`config.mk`:
```
export PLATFORM = sky130hd
export DESIGN_NAME = uart_bp_initiator
export DESIGN_NICKNAME = d
export VERILOG_FILES = /design/src/rtl/uart_bp_pkg.sv /design/src/rtl/uart_bp_xfer.sv /design/src/rtl/uart_bp_initiator.sv
export SDC_FILE = /design/constraint.sdc
export NUM_CORES = 1
export LEC_CHECK = 0
export BUFFER_PORTS_ARGS = -buffer_cell sky130_fd_sc_hd__buf_2
export CAP_MARGIN = 20
export CORE_UTILIZATION = 51
export CTS_CLUSTER_DIAMETER = 150
export CTS_CLUSTER_SIZE = 20
export DETAILED_ROUTE_END_ITERATION = 10
export PLACE_DENSITY = 0.95
export SYNTH_ARGS = -nofsm -noshare
export SYNTH_HDL_FRONTEND = slang
export SYNTH_SLANG_ARGS = --single-unit
```
`constraint.sdc`:
```
create_clock -name clk -period 7.1 [get_ports clk]
set_clock_uncertainty 0.05 [all_clocks]
set_input_delay 1.065 -clock clk [delete_from_list [all_inputs] [get_ports clk]]
set_output_delay 1.065 -clock clk [all_outputs]
set_load 0.1 [all_outputs]
```
`src/rtl/uart_bp_pkg.sv`:
```
// rtl/uart_bp_pkg.sv - shared register map, FSM encoding and status bits for uart_bp_initiator
//
// Purpose: constants and types shared by the AHBUart bus initiator and its
// single-transaction engine.
package uart_bp_pkg;

  // AHBUart peripheral register map (byte addresses)
  localparam int unsigned REG_RX_DATA  = 0;
  localparam int unsigned REG_RX_STATE = 4;
  localparam int unsigned REG_TX_DATA  = 8;
  localparam int unsigned REG_TX_STATE = 12;
  localparam int unsigned REG_CTRL     = 20;
  localparam int unsigned REG_BAUD     = 24;

  // Status register bit positions
  localparam int RX_AVAIL_BIT = 0;
  localparam int TX_FULL_BIT  = 0;

  typedef enum logic [3:0] {
    ST_IDLE,
    ST_CFG_BAUD,
    ST_CFG_CTRL,
    ST_SERVICE,
    ST_TX_POLL,
    ST_TX_WRITE,
    ST_RX_POLL,
    ST_RX_READ,
    ST_GAP
  } state_t;

  // Which side the round-robin arbiter offers the bus to first
  typedef enum logic {
    ARB_TX,
    ARB_RX
  } arb_t;

endpackage

```
`src/rtl/uart_bp_xfer.sv`:
```
// rtl/uart_bp_xfer.sv - single bus transaction engine with stall timeout and error abort
//
// Purpose: latches one request on start_i, drives it onto the bus from the next
// cycle, holds it through request_stall, and reports done_o (good completion,
// rdata_o valid) or fail_o (bus error or stall timeout) for exactly one cycle.
// Ports:
//   clk, nReset            clock, async active-high reset
//   start_i, we_i,         request launch (ignored while busy_o)
//   addr_i, wdata_i
//   busy_o                 a request is on the bus
//   done_o, fail_o, rdata_o  completion status; rdata_o valid with done_o
//   bp_*                   bus_protocol_if initiator side
module uart_bp_xfer #(
  parameter int ADDR_W    = 32,
  parameter int DATA_W    = 32,
  parameter int STALL_MAX = 255
) (
  input  logic                clk,
  input  logic                nReset,
  input  logic                start_i,
  input  logic                we_i,
  input  logic [ADDR_W-1:0]   addr_i,
  input  logic [DATA_W-1:0]   wdata_i,
  output logic                busy_o,
  output logic                done_o,
  output logic                fail_o,
  output logic [DATA_W-1:0]   rdata_o,
  output logic [ADDR_W-1:0]   bp_addr_o,
  output logic                bp_wen_o,
  output logic                bp_ren_o,
  output logic [DATA_W-1:0]   bp_wdata_o,
  output logic [DATA_W/8-1:0] bp_strobe_o,
  input  logic [DATA_W-1:0]   bp_rdata_i,
  input  logic                bp_request_stall_i,
  input  logic                bp_error_i
);

  localparam int CNT_W = $clog2(STALL_MAX + 1) + 1;
  localparam logic [CNT_W-1:0] STALL_LIM = CNT_W'(STALL_MAX);

  logic              active_q, active_d;
  logic              we_q, we_d;
  logic [ADDR_W-1:0] addr_q, addr_d;
  logic [DATA_W-1:0] wdata_q, wdata_d;
  logic [CNT_W-1:0]  stall_cnt_q, stall_cnt_d;

  always_comb begin
    active_d    = active_q;
    we_d        = we_q;
    addr_d      = addr_q;
    wdata_d     = wdata_q;
    stall_cnt_d = stall_cnt_q;
    done_o      = 1'b0;
    fail_o      = 1'b0;

    if (!active_q) begin
      stall_cnt_d = '0;
      if (start_i) begin
        active_d = 1'b1;
        we_d     = we_i;
        addr_d   = addr_i;
        wdata_d  = wdata_i;
      end
    end else if (bp_request_stall_i) begin
      // This stall cycle would push the count past STALL_MAX: give up now.
      if (stall_cnt_q >= STALL_LIM) begin
        fail_o   = 1'b1;
        active_d = 1'b0;
      end else begin
        stall_cnt_d = stall_cnt_q + 1'b1;
      end
    end else if (bp_error_i) begin
      fail_o   = 1'b1;
      active_d = 1'b0;
    end else begin
      done_o   = 1'b1;
      active_d = 1'b0;
    end
  end

  always_ff @(posedge clk or posedge nReset) begin
    if (nReset) begin
      active_q    <= 1'b0;
      we_q        <= 1'b0;
      addr_q      <= '0;
      wdata_q     <= '0;
      stall_cnt_q <= '0;
    end else begin
      active_q    <= active_d;
      we_q        <= we_d;
      addr_q      <= addr_d;
      wdata_q     <= wdata_d;
      stall_cnt_q <= stall_cnt_d;
    end
  end

  // The bus sees nothing but zeros outside an active request, so the cycle
  // after any completion is always an idle gap.
  assign busy_o      = active_q;
  assign rdata_o     = bp_rdata_i;
  assign bp_addr_o   = active_q ? addr_q : '0;
  assign bp_wen_o    = active_q & we_q;
  assign bp_ren_o    = active_q & ~we_q;
  assign bp_wdata_o  = (active_q & we_q) ? wdata_q : '0;
  assign bp_strobe_o = active_q ? '1 : '0;

endmodule

```
`src/rtl/uart_bp_initiator.sv`:
```
// rtl/uart_bp_initiator.sv - AHBUart bus initiator: config, TX streaming, RX draining
//
// Purpose: programs BAUD/CTRL on cfg_start, then round-robins between pushing
// offered TX bytes (after a TX_STATE poll) and pulling RX bytes into a one-byte
// holding register (after an RX_STATE poll), backing off POLL_GAP cycles when
// neither side has work.
// Ports:
//   clk, nReset                 clock, async active-high reset
//   cfg_start, cfg_baud, cfg_ctrl  configuration request and values
//   tx_valid, tx_byte, tx_ready    TX byte stream in (tx_ready = accepted)
//   rx_valid, rx_byte, rx_ready    RX byte stream out
//   cfg_done, busy, err            status
//   bp_*                           bus_protocol_if initiator side
module uart_bp_initiator
  import uart_bp_pkg::*;
#(
  parameter int ADDR_W    = 32,
  parameter int DATA_W    = 32,
  parameter int POLL_GAP  = 16,
  parameter int STALL_MAX = 255
) (
  input  logic                clk,
  input  logic                nReset,
  input  logic                cfg_start,
  input  logic [31:0]         cfg_baud,
  input  logic [31:0]         cfg_ctrl,
  input  logic                tx_valid,
  input  logic [7:0]          tx_byte,
  output logic                tx_ready,
  output logic                rx_valid,
  output logic [7:0]          rx_byte,
  input  logic                rx_ready,
  output logic                cfg_done,
  output logic                busy,
  output logic                err,
  output logic [ADDR_W-1:0]   bp_addr,
  output logic                bp_wen,
  output logic                bp_ren,
  output logic [DATA_W-1:0]   bp_wdata,
  output logic [DATA_W/8-1:0] bp_strobe,
  input  logic [DATA_W-1:0]   bp_rdata,
  input  logic                bp_request_stall,
  input  logic                bp_error
);

  localparam int GAP_W = $clog2(POLL_GAP + 1) + 1;
  localparam logic [GAP_W-1:0] GAP_LAST = GAP_W'((POLL_GAP > 0) ? POLL_GAP - 1 : 0);

  state_t           state_q, state_d;
  arb_t             rr_q, rr_d;
  logic             tx_neg_q, tx_neg_d;
  logic [GAP_W-1:0] gap_cnt_q, gap_cnt_d;
  logic             rx_full_q, rx_full_d;
  logic [7:0]       rx_byte_q, rx_byte_d;
  logic             cfg_done_q, cfg_done_d;
  logic             err_q, err_d;

  logic              xfer_start;
  logic              xfer_we;
  logic [ADDR_W-1:0] xfer_addr;
  logic [DATA_W-1:0] xfer_wdata;
  logic              xfer_busy;
  logic              xfer_done;
  logic              xfer_fail;
  logic [DATA_W-1:0] xfer_rdata;
  logic              rdata_unused;
  logic              restart;
  logic              tx_want;
  logic              rx_want;

  uart_bp_xfer #(
    .ADDR_W   (ADDR_W),
    .DATA_W   (DATA_W),
    .STALL_MAX(STALL_MAX)
  ) u_xfer (
    .clk               (clk),
    .nReset            (nReset),
    .start_i           (xfer_start),
    .we_i              (xfer_we),
    .addr_i            (xfer_addr),
    .wdata_i           (xfer_wdata),
    .busy_o            (xfer_busy),
    .done_o            (xfer_done),
    .fail_o            (xfer_fail),
    .rdata_o           (xfer_rdata),
    .bp_addr_o         (bp_addr),
    .bp_wen_o          (bp_wen),
    .bp_ren_o          (bp_ren),
    .bp_wdata_o        (bp_wdata),
    .bp_strobe_o       (bp_strobe),
    .bp_rdata_i        (bp_rdata),
    .bp_request_stall_i(bp_request_stall),
    .bp_error_i        (bp_error)
  );

  // Only the low byte of a data read carries UART payload.
  assign rdata_unused = ^xfer_rdata[DATA_W-1:8];

  // Configuration may only be (re)started while no bus transaction is owed.
  assign restart = cfg_start && (state_q == ST_IDLE || state_q == ST_SERVICE ||
                                 state_q == ST_GAP);

  // A TX side that just polled full waits out the next gap before retrying.
  assign tx_want = tx_valid && !tx_neg_q;
  assign rx_want = !rx_full_q;

  always_comb begin
    state_d    = state_q;
    rr_d       = rr_q;
    tx_neg_d   = tx_neg_q;
    gap_cnt_d  = gap_cnt_q;
    rx_full_d  = rx_full_q;
    rx_byte_d  = rx_byte_q;
    cfg_done_d = cfg_done_q;
    err_d      = err_q;
    xfer_start = 1'b0;
    xfer_we    = 1'b0;
    xfer_addr  = '0;
    xfer_wdata = '0;
    tx_ready   = 1'b0;

    if (rx_full_q && rx_ready) begin
      rx_full_d = 1'b0;
    end

    // In the transaction states a new request is launched as soon as the
    // engine is idle; the engine is still busy on the completion cycle, so
    // each state launches exactly once.
    case (state_q)
      ST_IDLE: ;

      ST_CFG_BAUD: begin
        xfer_start = !xfer_busy;
        xfer_we    = 1'b1;
        xfer_addr  = ADDR_W'(REG_BAUD);
        xfer_wdata = DATA_W'(cfg_baud);
        if (xfer_done) state_d = ST_CFG_CTRL;
      end

      ST_CFG_CTRL: begin
        xfer_start = !xfer_busy;
        xfer_we    = 1'b1;
        xfer_addr  = ADDR_W'(REG_CTRL);
        xfer_wdata = DATA_W'(cfg_ctrl);
        if (xfer_done) begin
          cfg_done_d = 1'b1;
          rr_d       = ARB_TX;
          tx_neg_d   = 1'b0;
          state_d    = ST_SERVICE;
        end
      end

      ST_SERVICE: begin
        if (rr_q == ARB_TX) begin
          if (tx_want)      state_d = ST_TX_POLL;
          else if (rx_want) state_d = ST_RX_POLL;
          else              state_d = ST_GAP;
        end else begin
          if (rx_want)      state_d = ST_RX_POLL;
          else if (tx_want) state_d = ST_TX_POLL;
          else              state_d = ST_GAP;
        end
        gap_cnt_d = '0;
      end

      ST_TX_POLL: begin
        xfer_start = !xfer_busy;
        xfer_addr  = ADDR_W'(REG_TX_STATE);
        if (xfer_done) begin
          if (xfer_rdata[TX_FULL_BIT]) begin
            tx_neg_d = 1'b1;
            rr_d     = ARB_RX;
            state_d  = ST_SERVICE;
          end else begin
            state_d = ST_TX_WRITE;
          end
        end
      end

      ST_TX_WRITE: begin
        xfer_start = !xfer_busy;
        xfer_we    = 1'b1;
        xfer_addr  = ADDR_W'(REG_TX_DATA);
        xfer_wdata = DATA_W'(tx_byte);
        if (xfer_done) begin
          tx_ready = 1'b1;
          tx_neg_d = 1'b0;
          rr_d     = ARB_RX;
          state_d  = ST_SERVICE;
        end
      end

      ST_RX_POLL: begin
        xfer_start = !xfer_busy;
        xfer_addr  = ADDR_W'(REG_RX_STATE);
        if (xfer_done) begin
          if (xfer_rdata[RX_AVAIL_BIT]) begin
            state_d = ST_RX_READ;
          end else begin
            rr_d      = ARB_TX;
            gap_cnt_d = '0;
            state_d   = tx_want ? ST_SERVICE : ST_GAP;
          end
        end
      end

      ST_RX_READ: begin
        xfer_start = !xfer_busy;
        xfer_addr  = ADDR_W'(REG_RX_DATA);
        if (xfer_done) begin
          // Only reachable with the holding register empty, so no clash
          // with a consumer accept in this same cycle.
          rx_byte_d = xfer_rdata[7:0];
          rx_full_d = 1'b1;
          rr_d      = ARB_TX;
          state_d   = ST_SERVICE;
        end
      end

      ST_GAP: begin
        if (gap_cnt_q >= GAP_LAST) begin
          tx_neg_d = 1'b0;
          state_d  = ST_SERVICE;
        end else begin
          gap_cnt_d = gap_cnt_q + 1'b1;
        end
      end

      default: state_d = ST_IDLE;
    endcase

    if (restart) begin
      state_d    = ST_CFG_BAUD;
      cfg_done_d = 1'b0;
      err_d      = 1'b0;
    end

    if (xfer_fail) begin
      state_d = ST_IDLE;
      err_d   = 1'b1;
    end
  end

  always_ff @(posedge clk or posedge nReset) begin
    if (nReset) begin
      state_q    <= ST_IDLE;
      rr_q       <= ARB_TX;
      tx_neg_q   <= 1'b0;
      gap_cnt_q  <= '0;
      rx_full_q  <= 1'b0;
      rx_byte_q  <= '0;
      cfg_done_q <= 1'b0;
      err_q      <= 1'b0;
    end else begin
      state_q    <= state_d;
      rr_q       <= rr_d;
      tx_neg_q   <= tx_neg_d;
      gap_cnt_q  <= gap_cnt_d;
      rx_full_q  <= rx_full_d;
      rx_byte_q  <= rx_byte_d;
      cfg_done_q <= cfg_done_d;
      err_q      <= err_d;
    end
  end

  assign rx_valid = rx_full_q;
  assign rx_byte  = rx_byte_q;
  assign cfg_done = cfg_done_q;
  assign err      = err_q;
  assign busy     = xfer_busy;

endmodule
```
# ---- Word-level counts from Yosys, hierarchy flattened
# Cells that the tools add are included.
# Widths: inputs -> output; s select.
dict set report word_totals {
  ff_bits 98
  word_cells 132
}
dict set report op_classes {
  add_sub_neg 2
  n_lt_le_gt_ge 2
  eq_ne 25
  muxes 59
  bitwise_logic 4
  n_reduce_logical 27
}
# cell n
set ops {}
lappend ops {{$pmux 32 s3} 1}
lappend ops {{$mux 32} 2}
lappend ops {{$mux 4} 15}
lappend ops {{$mux 1} 29}
lappend ops {{$pmux 4 s7} 1}
lappend ops {{$mux 9} 3}
lappend ops {{$pmux 5 s5} 1}
lappend ops {{$mux 6} 3}
lappend ops {{$pmux 6 s3} 1}
lappend ops {{$eq 4x3->1 const B} 4}
lappend ops {{$ne 4x2->1 const B} 4}
lappend ops {{$ne 2x1->1 const B} 6}
lappend ops {{$ne 2x2->1 const B} 5}
lappend ops {{$add 9x1->9 const B} 1}
lappend ops {{$ge 9x8->1 const B} 1}
lappend ops {{$eq 4x2->1 const B} 2}
lappend ops {{$reduce_and 2->1} 4}
lappend ops {{$reduce_and 7->1} 1}
lappend ops {{$add 6x1->6 const B} 1}
lappend ops {{$ge 6x4->1 const B} 1}
lappend ops {{$reduce_and 6->1} 1}
lappend ops {{$reduce_bool 2->1} 3}
lappend ops {{$reduce_bool 3->1} 2}
lappend ops {{$reduce_or 3->1} 2}
lappend ops {{18 further kinds} 25}

# ---- Logic depth before layout (Yosys ltp)
dict set report logic_depth {
  ltp_word 8
  ltp_mapped 8
  ltp_nobuf 8
}

# ---- Cells and area by module
# A second synthesis with hierarchy kept.
dict set report unflattened {
  cells_unflattened 507
  area_unflattened_um2 5445.2
}
# module n_inst cells_each area_each_um2
set modules_own_cells {}
lappend modules_own_cells {uart_bp_xfer 1 312 3749.8}
lappend modules_own_cells {uart_bp_initiator 1 195 1695.4}

# ---- Least setup slack after synthesis
# Ideal clock, no wire load.
dict set report synth_path {
  path_type {flip-flop to output port}
  startpoint {register u_xfer.active_q (netlist: u_xfer.busy_o)}
  endpoint {output port tx_ready}
  arrival_ns 3.592
  t_required_ns 5.985
  setup_slack_ns 2.393
  stages_incl_launch_ff 4
  cell_sequence {dfrtp_1 > clkbuf_1 > nand2_1 > nor3_1}
}
dict set report synth_between {
  elab_chain_len 3
}
# item line
set synth_rtl {}
lappend synth_rtl {{start, declared} uart_bp_xfer.sv:41} ;# logic active_q, active_d;
lappend synth_rtl {{start signal, assigned} uart_bp_xfer.sv:89} ;# active_q <= active_d;
lappend synth_rtl {{$mux 1} uart_bp_xfer.sv:56} ;# if (!active_q) begin
lappend synth_rtl {{$mux 1} uart_bp_initiator.sv:185} ;# if (xfer_done) begin
lappend synth_rtl {{$mux 1} uart_bp_initiator.sv:129} ;# case (state_q)
lappend synth_rtl {{end, declared} uart_bp_initiator.sv:29} ;# output logic tx_ready,
# No other way between the ends.

# ---- Worst setup path after layout
dict set report layout_path {
  startpoint {input port bp_request_stall}
  endpoint {output port tx_ready}
}
dict set report layout_between {
  elab_chain_len 4
}
# item line
set layout_rtl {}
lappend layout_rtl {{start, declared} uart_bp_initiator.sv:42} ;# input logic bp_request_stall,
lappend layout_rtl {{$mux 1} uart_bp_xfer.sv:64} ;# end else if (bp_request_stall_i) begin
lappend layout_rtl {{$mux 1} uart_bp_xfer.sv:56}
lappend layout_rtl {{$mux 1} uart_bp_initiator.sv:185}
lappend layout_rtl {{$mux 1} uart_bp_initiator.sv:129}
# No other way between the ends.

==> impl_metrics.yaml <==
detailed_routing:
  ant_nets: 0
  firstDrtPassIters: 6
  drt-initial-drc-count: 337
  wl_um: 10100
  num_vias: 3745
  route.detailed.drc: 0
  viasPerCell: 5.61
  wire_per_inst_um: 15.1
setup_path:
  critPathKind: "primary input to primary output"
  crit_required_ns: 5.98
  path_max_fanout: 3
  r2r_start: "u_xfer.stall_cnt_q[4]"
  arrival_ns: 2.25
  worstSetupEndpointType: "primary output"
  startpoint_type: "primary input"
  startpoint: "bp_request_stall"
sta:
  finalMaxSlewViolations: 0
  min_period_ns: 3.36
  max_freq_mhz: 297
  period_share_pct: 47.4
  worstMarginPinSlew_ns: 0.883
  setup_tns_ns: 0
  max_slew_margin_pct: 41.1
  hold_violations: 0
  rsz0062_at_grt: "false"
  final-setup-viol-count: 0
synth:
  synth_common_cells: "dfrtp_1 (69), nand2_1 (63), o21ai_0 (47)"
  synth_area_leaders: "dfrtp_1 (43%), buf_4 (6.9%), nand2_1 (5.9%)"
  syn_avg_cell_area_um2: 9.17
  synthesis.area_um2: 4040
  yosys.area.top_type: "dfrtp_1"
  ys_seq_area_share_pct: 42.8
  yosysUniqueCellTypes: 59
  synth-seq-cells: 69
  ys.warnings.count: 0
  ys_async_sr_fraction_pct: 100
  yosysMostFrequentCell: "dfrtp_1"
  synth_flop_cell: "dfrtp_1"
  synth_top_area_share_pct: 42.8
  synth_edf_count: 0
  syn_inst: 440
power:
  power.leakage_uw: 0.00256
  p_total_uw: 2210
  ir_worst_vdd_mv: 0.304
  power-per-cell-area_nw_per_um2: 457
cts:
  clk_path_buf_depth: 2
  clk_latency_ns: 0.34
  post_cts_buffers: 0
  h-tree-depth: 3
  tritoncts: "done"
  cts.sinks: 69
  clk_pin_slew_ns: 0.07
  clockRootBuffer: "clkbuf_8"
  cts_hold_buf: 0
  cts_resized: 0
  cts_made_buffers: 9
worst_hold_path:
  min_from: "u_xfer.wdata_q[27]"
  hold_class: "flip-flop to flip-flop"
place:
  gp_congestion: 0.807
  port_buffers: 140
  dpl.hpwl_um: 7110
final_layout:
  area_delta_synth_final_pct: 20.0
  multi_input_area_um2: 2010
  nNetsFinal: 677
  final_core_util_pct: 63.0
  drive_gt1_share_pct: 32.9
  n_antenna_cell: 0
  nFillCells: 601
  seqCellArea_um2: 1730
status:
  outcome: "complete, no violations"
floorplan:
  die_h_um: 91.0
  rows: 32
  die_x_um: 91.0
  start_util_pct: 52.5
  core_area_um2: 7690
  fp.dieArea_um2: 8270
  ios: 194
global_routing:
  grt_pass1_wl_um: 16600
  grt_max_degree: 70
  overflow: 0
  track_usage_pct: 24.9
  grt_pass1_vias: 3615
  antenna_found_initial: 0
job:
  max-cap-violations: 0
critical path, cell delays in order:
cell and delay [ns]:
buf_2 0.12, nor2_1 0.23, nand2_1 0.15, nor3_1 0.22, buf_2 0.46
metal layers:
metal | vias to the layer above | GRT usage (%) | wire [um]
li1 | 1753 | - | -
met1 | 1786 | 30.0 | 4030
met2 | 188 | 43.0 | 5240
met3 | 18 | 7.29 | 692
met4 | 0 | 7.80 | 117
met5 | - | 0 | 0
final cells by class:
type	instances	share of cell area [%]
Tap cell	102	2.63
Clock inverter	2	0.723
Inverter	8	0.620
Clock buffer	12	3.00
Timing Repair Buffer	146	16.0
Multi-Input combinational cell	329	41.4
Sequential cell	69	35.6
cells in the final DEF, fill, tap and decap left out, types with 5 or more instances in the layout:
| cell type | instances |
|---|---|
| a21oi_1 | 7 |
| a222oi_1 | 8 |
| a22oi_1 | 26 |
| and2_1 | 10 |
| and3_1 | 36 |
| buf_2 | 140 |
| clkbuf_8 | 10 |
| conb_1 | 29 |
| dfrtp_1 | 69 |
| inv_1 | 7 |
| mux2_2 | 9 |
| nand2_1 | 63 |
| nand2b_1 | 5 |
| nor2_1 | 15 |
| nor2b_1 | 6 |
| nor3_1 | 5 |
| o21ai_0 | 47 |
flip-flops by register name, summed over array words and instances (netlist names):
| signal | cells |
|---|---|
| rx_byte | 8 |
| u_xfer.addr_q | 3 |
| u_xfer.busy_o | 1 |
| rx_valid | 1 |
| rr_q | 1 |
| err | 1 |
| state_q | 4 |
| u_xfer.we_q | 1 |
| u_xfer.wdata_q | 32 |
| gap_cnt_q | 6 |
| tx_neg_q | 1 |
| u_xfer.stall_cnt_q | 9 |
| cfg_done | 1 |
where the power goes:
group | switching [uW] | total (uW) | internal, uW | leakage (uW)
Combinational | 932 | 1240 | 310 | 0.00155
Sequential | 135 | 663 | 528 | 0.000920
Clock | 142 | 310 | 168 | 0.0000923
final timing paths:
path                                 endpoint  slack (ns)  cells past startpoint
max in group asynchronous  u_xfer.wdata_q[24]        5.48                      3
min reg2reg                u_xfer.wdata_q[27]        0.42                      2
min in group asynchronous  u_xfer.wdata_q[13]        0.92                      3
min                        u_xfer.wdata_q[27]        0.42                      2
max reg2reg                        state_q[3]        4.48                      8
max                                  tx_ready        3.74                      5
metrics by stage:
stage / cell area [um2] / hold WS [ns] / setup WS (ns) / cells
6_report: 4840 / 0.424 / 3.74 / 668
5_1_grt: 4840 / 0.455 / 3.70 / 668
4_1_cts: 4840 / 0.428 / 3.77 / 668
3_5_place_dp: 4660 / 0.412 / 3.77 / 654
3_3_place_gp: 4620 / 0.406 / 3.78 / 652
2_1_floorplan: 4140 / 0.392 / 2.39 / 468
logic make-up (layout without fill, tap and decap cells):
family / Yosys count / in the layout / synth area share (%)
muxes: 10 / 10 / 2.76
xor gates and xnor gates: 6 / 6 / 1.30
other: 1 / 29 / 0.0929
and+or+nand+nor: 160 / 160 / 21.0
buffers and inverters: 70 / 168 / 10.4
adders and majority gates: 3 / 3 / 0.930
AOI/OAI and AO/OA: 121 / 121 / 20.8
DFF: 69 / 69 / 42.8
No activity file was read; power rests on OpenSTA's default activity.
